**src/rtl/edge_detect_multi.sv**
```systemverilog
// Multi-channel edge detector: per-channel synchroniser, 4-state Moore FSM,
// sticky pending flags and a saturating total event counter.
module edge_detect_multi #(
  parameter int N           = 8,
  parameter int SYNC_STAGES = 2,
  parameter int CNT_W       = 16
) (
  input  logic             clk,
  input  logic             reset,
  input  logic [N-1:0]     level,
  input  logic [2*N-1:0]   mode,
  input  logic [N-1:0]     clr,
  input  logic             cnt_clr,
  output logic [N-1:0]     tick,
  output logic [N-1:0]     pending,
  output logic             any_pending,
  output logic [CNT_W-1:0] edge_count
);

  typedef enum logic [1:0] {ZERO, RISE, ONE, FALL} state_t;

  // Six spare bits hold a popcount of up to 32 ticks without overflow.
  localparam int SW = CNT_W + 6;
  localparam logic [SW-1:0] CNT_MAX = SW'({CNT_W{1'b1}});

  logic [N-1:0] s;

  generate
    if (SYNC_STAGES == 0) begin : g_nosync
      assign s = level;
    end else begin : g_sync
      logic [N-1:0] sync_q [SYNC_STAGES];

      always_ff @(posedge clk) begin
        if (reset) begin
          for (int unsigned k = 0; k < SYNC_STAGES; k++) sync_q[k] <= '0;
        end else begin
          sync_q[0] <= level;
          for (int unsigned k = 1; k < SYNC_STAGES; k++) sync_q[k] <= sync_q[k-1];
        end
      end

      assign s = sync_q[SYNC_STAGES-1];
    end
  endgenerate

  function automatic state_t next_state(input state_t cur, input logic sv);
    state_t nxt;
    case (cur)
      ZERO:    nxt = sv ? RISE : ZERO;
      RISE:    nxt = sv ? ONE  : FALL;
      ONE:     nxt = sv ? ONE  : FALL;
      FALL:    nxt = sv ? RISE : ZERO;
      default: nxt = ZERO;
    endcase
    return nxt;
  endfunction

  state_t st [N];

  always_ff @(posedge clk) begin
    if (reset) begin
      for (int unsigned i = 0; i < N; i++) st[i] <= ZERO;
    end else begin
      for (int unsigned i = 0; i < N; i++) st[i] <= next_state(st[i], s[i]);
    end
  end

  // Mode gates the decode only, so a mode change never disturbs tracking.
  always_comb begin
    tick = '0;
    for (int unsigned i = 0; i < N; i++) begin
      tick[i] = ((st[i] == RISE) && mode[2*i]) || ((st[i] == FALL) && mode[2*i+1]);
    end
  end

  always_ff @(posedge clk) begin
    if (reset) pending <= '0;
    else       pending <= tick | (pending & ~clr);
  end

  assign any_pending = |pending;

  logic [SW-1:0] pc;
  logic [SW-1:0] sum;

  always_comb begin
    pc = '0;
    for (int unsigned i = 0; i < N; i++) pc = pc + SW'(tick[i]);
    sum = SW'(edge_count) + pc;
  end

  always_ff @(posedge clk) begin
    if (reset || cnt_clr)  edge_count <= '0;
    else if (sum > CNT_MAX) edge_count <= '1;
    else                    edge_count <= sum[CNT_W-1:0];
  end

endmodule

```
**config.mk**
```make
export PLATFORM = sky130hd
export DESIGN_NAME = edge_detect_multi
export DESIGN_NICKNAME = d
export VERILOG_FILES = /design/src/rtl/edge_detect_multi.sv
export SDC_FILE = /design/constraint.sdc
export NUM_CORES = 1
export LEC_CHECK = 0
export CAP_MARGIN = 15
export CORE_MARGIN = 2
export CORE_UTILIZATION = 47
export DETAILED_ROUTE_END_ITERATION = 16
export PLACE_DENSITY = 0.79
export SETUP_SLACK_MARGIN = 0.15
export SYNTH_ARGS = -nofsm -noshare
export SYNTH_HDL_FRONTEND = slang
export SYNTH_SLANG_ARGS = --single-unit
```
**constraint.sdc**
```tcl
create_clock -name clk -period 6 [get_ports clk]
set_clock_uncertainty 0.15 [all_clocks]
set_input_delay 0.6 -clock clk [delete_from_list [all_inputs] [get_ports clk]]
set_output_delay 0.6 -clock clk [all_outputs]
set_load 0.1 [all_outputs]
```
==> flow_summary.ini, run 1 <==
[drt]
avgRoutedWirePerCell_um = 11.7
finalWirelength_um = 4470
drtAntennaViolNets = 0
first_pass_iters = 4
initialDrtViolationCount = 57
num_vias = 1795
via_per_inst = 4.67
drc = 0

[floorplanning]
core_um2 = 5040
top_level_ports = 68
start_util = 0.482
dieArea_um2 = 5770
num_rows = 26
die_w_um = 75.9
die_height_um = 75.9

[power_and_ir_drop]
p_leak_nw = 1.33
p_total_w = 0.00118
peakVddDrop_mv = 0.254
cellPowerDensity_nw_per_um2 = 362

[hold_path]
worst_hold_path_type = reg2reg
holdPathEnd = g_sync.sync_q[0][13]
min_from = g_sync.sync_q[0][5]
whs_path_depth = 1

[synth]
synth_edf_count = 0
synth_top_area_frac = 0.461
synthAdderAreaFrac = 0.154
netlist_area_um2 = 2430
synth-compound-area-share = 0.121
yosys.area_share.simple = 0.152
yosys_warnings = 0
synth.net_count = 308
ys_types = 36
synth_xor_area_frac = 0.0576
postSynthAreaPerCell_um2 = 9.89
syn_inst = 246
synth_seq_cells = 56
yosysSeqAreaShare = 0.461
async_flop_share = 0
yosys.area.top_type = dfxtp_1
synth_area_leaders = dfxtp_1, ha_1, nor2b_1
synth_top_family_by_area = adder cells
synth_top_flop_cell = dfxtp_1
synthMuxAreaShare = 0.00412

[cts]
cts_max_level = 2
cts_tree = yes
cts.sinks = 56
cts_buffers = 5
cts_setup_buffers = 0
ctsResizeCount = 0
clkTransAtPathRegs_ps = 90
clk-insertion-delay-late_ps = 310
clockBufferDepth = 2
hold_buffers = 0
cts_root_buffer = clkbuf_8

[critical_path]
rrSetupSlack_ps = 1500
critPathLaunchType = input port
worstPathMaxFanout = 13
rr_endpoint = edge_count[13]
reg2reg_depth = 13
worstSetupPathType = in2reg
r2r_start = st[0][1]
cp.required_ps = 6090
crit_arrival_ps = 4730
end_kind = flip-flop

[timing]
rsz0062_at_grt = no
setup_viol = 0
tns_ps = 0
slew_headroom = 0.336
max_freq_ghz = 0.215
slew_violations = 0
hold_violations = 0
tightest_slew_ps = 993
min_period_ps = 4640
fin_crit_sh = 0.774

[grt]
antenna_found_initial = 0
grt_pass1_vias = 1751
grt.overflow.total = 0
grt_max_degree = 43
grt_pass1_wl_um = 7850
grt_util_all_layers = 0.166

[placement]
dp_hpwl_um = 3540
io_buffers = 67
globalplace.congestion = 0.821

[cells_and_area]
fin_nets = 376
layout_commonest_cell = clkdlybuf4s50_1
area_growth_pct = 33.6
final_cell_mix = clkdlybuf4s50_1, dfxtp_1, nor2_1
num_antenna_cells = 0
drive_above_1_share = 0.0478

[run]
cap_violations = 0

[outcome]
status = complete, no violations
## cells by family (layout without fill, tap and decap cells)
logic type / Yosys count / in the layout
xor+xnor: 16 / 16
fa+ha+maj: 27 / 27
simple gates: 72 / 72
buf+inv: 30 / 98
flops: 56 / 56
compound gates: 44 / 44
mux: 1 / 1
## critical path, cell delays in order
cell             delay, ps
clkdlybuf4s50_1        400
a22o_1                 250
fa_1                   560
inv_1                   50
fa_1                   500
fa_1                   440
fa_1                   430
fa_1                   410
nand2b_1               230
a211oi_4               380
nand2_2                250
o221ai_1               220
## cell usage after synthesis, types with 2 or more instances
cell	instances
and2_1	2
xor2_1	12
nor2_1	27
a22o_1	3
a41oi_1	2
nor4_1	2
nand2_1	7
a22oi_1	5
dfxtp_1	56
inv_1	23
nand4_1	4
xnor2_1	4
fa_1	5
nor2b_1	18
nand2b_1	8
ha_1	22
clkbuf_1	6
a21oi_1	22
## routing by layer
metal / vias to the layer above / track usage / part of all wire
met5: - / 0 / 0
met4: 0 / 0.0636 / 0.024
met3: 10 / 0.0512 / 0.055
met2: 41 / 0.279 / 0.46
met1: 801 / 0.201 / 0.46
li1: 943 / - / -
## worst max path at each step
stage | start | to | slack (ps)
6_report | mode[1] | edge_count[13] | 1360
3_3_place_gp | mode[1] | edge_count[13] | 1140
4_1_cts | mode[1] | edge_count[13] | 1370
2_1_floorplan | mode[2] | edge_count[12] | 1100
3_5_place_dp | mode[1] | edge_count[13] | 1020
5_1_grt | mode[1] | edge_count[13] | 1200
## area by class of cell
| class | instances | area, µm² |
|---|---|---|
| Inverter | 23 | 86.3 |
| Timing Repair Buffer | 68 | 678 |
| Multi-Input combinational cell | 160 | 1190 |
| Fill cell | 410 | 1790 |
| Clock inverter | 2 | 16.3 |
| Clock buffer | 5 | 68.8 |
| Sequential cell | 56 | 1120 |
| Tap cell | 70 | 87.6 |
## sequential cells by signal, summed over array words and instances, names as in the netlist
register	count
st	16
pending	8
edge_count	16
g_sync.sync_q	16
## metrics by stage
stage          hold slack [ps]  utilization  instances  worst slack (ps)  cell area (µm²)
6_report                   292        0.644        384              1360             3250
5_1_grt                    310        0.644        384              1200             3250
4_1_cts                    298        0.644        384              1370             3250
3_5_place_dp               274        0.628        377              1020             3160
3_3_place_gp               268        0.628        377              1140             3160
2_1_floorplan              264            -        246              1100             2430
## power breakdown
group | internal [W] | total (W) | switching [W]
Combinational | 0.000158 | 0.000526 | 0.000367
Sequential | 0.000420 | 0.000451 | 0.0000303
Clock | 0.0000814 | 0.000199 | 0.000117
Total | 0.000660 | 0.00118 | 0.000515
Note: power is estimated with default switching activity, not from simulation.
==> inputs of run 2 (changes only) <==
==> constraint.sdc (replaced) <==
create_clock -name clk -period 4.46 [get_ports clk]
set_clock_uncertainty 0.15 [all_clocks]
set_input_delay 0.446 -clock clk [delete_from_list [all_inputs] [get_ports clk]]
set_output_delay 0.446 -clock clk [all_outputs]
set_load 0.1 [all_outputs]
==> flow_summary.ini, run 2 (same netlist as run 1, synthesis figures left out) <==
[cells_and_area]
drive_above_1_share = 0.105
nFillCells = 406
largest_registers = edge_count x16, g_sync.sync_q x16, st x16
fin_nets = 384
finalCoreUtilization = 0.668
area_growth_pct = 38.6
layout_commonest_cell = clkdlybuf4s50_1
num_antenna_cells = 0
final_cell_mix = clkdlybuf4s50_1, dfxtp_1, nor2_1

[floorplanning]
top_level_ports = 68
die_height_um = 75.9
core_um2 = 5040
dieArea_um2 = 5770
num_rows = 26
start_util = 0.482
die_w_um = 75.9

[cts]
cts.sinks = 56
clkTransAtPathRegs_ps = 100
clk-insertion-delay-late_ps = 320
clockBufferDepth = 2
cts_buffers = 5
cts_max_level = 2
cts_root_buffer = clkbuf_8
hold_buffers = 0
cts_tree = yes

[drt]
via_per_inst = 4.80
avgRoutedWirePerCell_um = 12.7
drtAntennaViolNets = 0
first_pass_iters = 4
drc = 0
initialDrtViolationCount = 92
num_vias = 1886
finalWirelength_um = 4970

[critical_path]
rrSetupSlack_ps = 310
critPathTopFamily = adder cells
rr_endpoint = edge_count[12]
startpoint = mode[1]
endpoint = edge_count[12]
slowest_delay_ps = 540
critPathLaunchType = input port
cpMaxStageDelayCell = fa_1
crit_arrival_ps = 4240
crit_chain = clkdlybuf4s50_1 -> a22o_4 -> fa_1 -> inv_1 -> fa_1 -> fa_1 -> fa_2 -> fa_2 -> nand2b_4 -> a211oi_4 -> buf_6 -> nand4_1 -> mux2i_1 -> nor2_1
cp.depth = 14
cp_common_cell = fa_1
cp.required_ps = 4510
worstSetupPathType = in2reg
worstPathMaxFanout = 6
reg2reg_depth = 15
end_kind = flip-flop
worst-path-buf-inv = 3
r2r_start = st[0][1]

[grt]
grt_pass1_vias = 1858
grt_pass1_wl_um = 8120
grt.overflow.total = 0
grt_util_all_layers = 0.176
grt_max_degree = 43
antenna_found_initial = 0

[power_and_ir_drop]
cellPowerDensity_nw_per_um2 = 480
peakVddDrop_mv = 0.323
p_leak_nw = 1.41
p_total_w = 0.00162

[timing]
setup_viol = 0
worst_slack_ps = 274
rsz0062_at_grt = yes
slew_violations = 0
hold_slack_ps = 296
slew_headroom = 0.335
max_freq_ghz = 0.239
min_period_ps = 4190
fin_crit_sh = 0.939
hold_violations = 0
tightest_slew_ps = 994

[placement]
dp_hpwl_um = 3740
pre_cts_ws_ps = -253
io_buffers = 67
globalplace.congestion = 0.798

[run]
cap_violations = 0

[outcome]
status = complete, no violations

[hold_path]
worst_hold_path_type = reg2reg
-- run 2: changes by cell type in the layout (fill, tap and decap cells not counted), moves of 2 or more --
cell	before	now
fa_2	0	2
a22o_1	3	0
dfxtp_2	0	3
fa_1	5	3
dfxtp_1	56	53
a22o_4	0	3
buf_4	1	8
-- run 2: what timing repair did --
item,CTS,global route
setup buffers,1,1
resized for setup,1,7
endpoints found under the setup margin,14,11
pin swaps,1,2
-- run 2: worst min path at each step --
stage	depth (start not counted)	slack, ps	endpoint	startpoint
detailed placement	1	270	g_sync.sync_q[0][11]	g_sync.sync_q[0][3]
global route	1	320	g_sync.sync_q[0][12]	g_sync.sync_q[0][4]
global placement	1	270	g_sync.sync_q[0][10]	g_sync.sync_q[0][2]
finish	1	300	g_sync.sync_q[0][9]	g_sync.sync_q[0][1]
floorplan	1	260	g_sync.sync_q[0][10]	g_sync.sync_q[0][2]
CTS	1	300	g_sync.sync_q[0][11]	g_sync.sync_q[0][3]
-- run 2: stage by stage --
step,instance area [µm²],std cells,TNS (ps)
after floorplan,2470,246,0
after global placement,3250,383,-1800
after detailed placement,3250,383,-2830
after CTS,3350,392,0
after global routing,3370,393,0
final,3370,393,0
-- run 2: cell type report --
type | count | area, µm² | area share
multi-input cells | 160 | 1240 | 0.368
flip-flops and latches | 56 | 1120 | 0.334
repair buffers | 76 | 742 | 0.220
well taps | 70 | 87.6 | 0.0260
inverters | 23 | 86.3 | 0.0256
clock buffers | 6 | 72.6 | 0.0215
clock inverters | 2 | 16.3 | 0.00483
-- run 2: power breakdown --
part | internal (W) | total (W) | switching [W]
sequential | 0.000567 | 0.000606 | 0.0000397
combinational | 0.000230 | 0.000734 | 0.000505
clock | 0.000112 | 0.000278 | 0.000166
total | 0.000908 | 0.00162 | 0.000710
-- run 2: per-layer routing --
metal,routed length (µm),vias up,share of wire,GRT usage
li1,-,958,-,-
met1,2150,866,0.43,0.202
met2,2480,53,0.50,0.313
met3,241,9,0.048,0.0369
met4,108,0,0.022,0.0800
met5,0,-,0,0
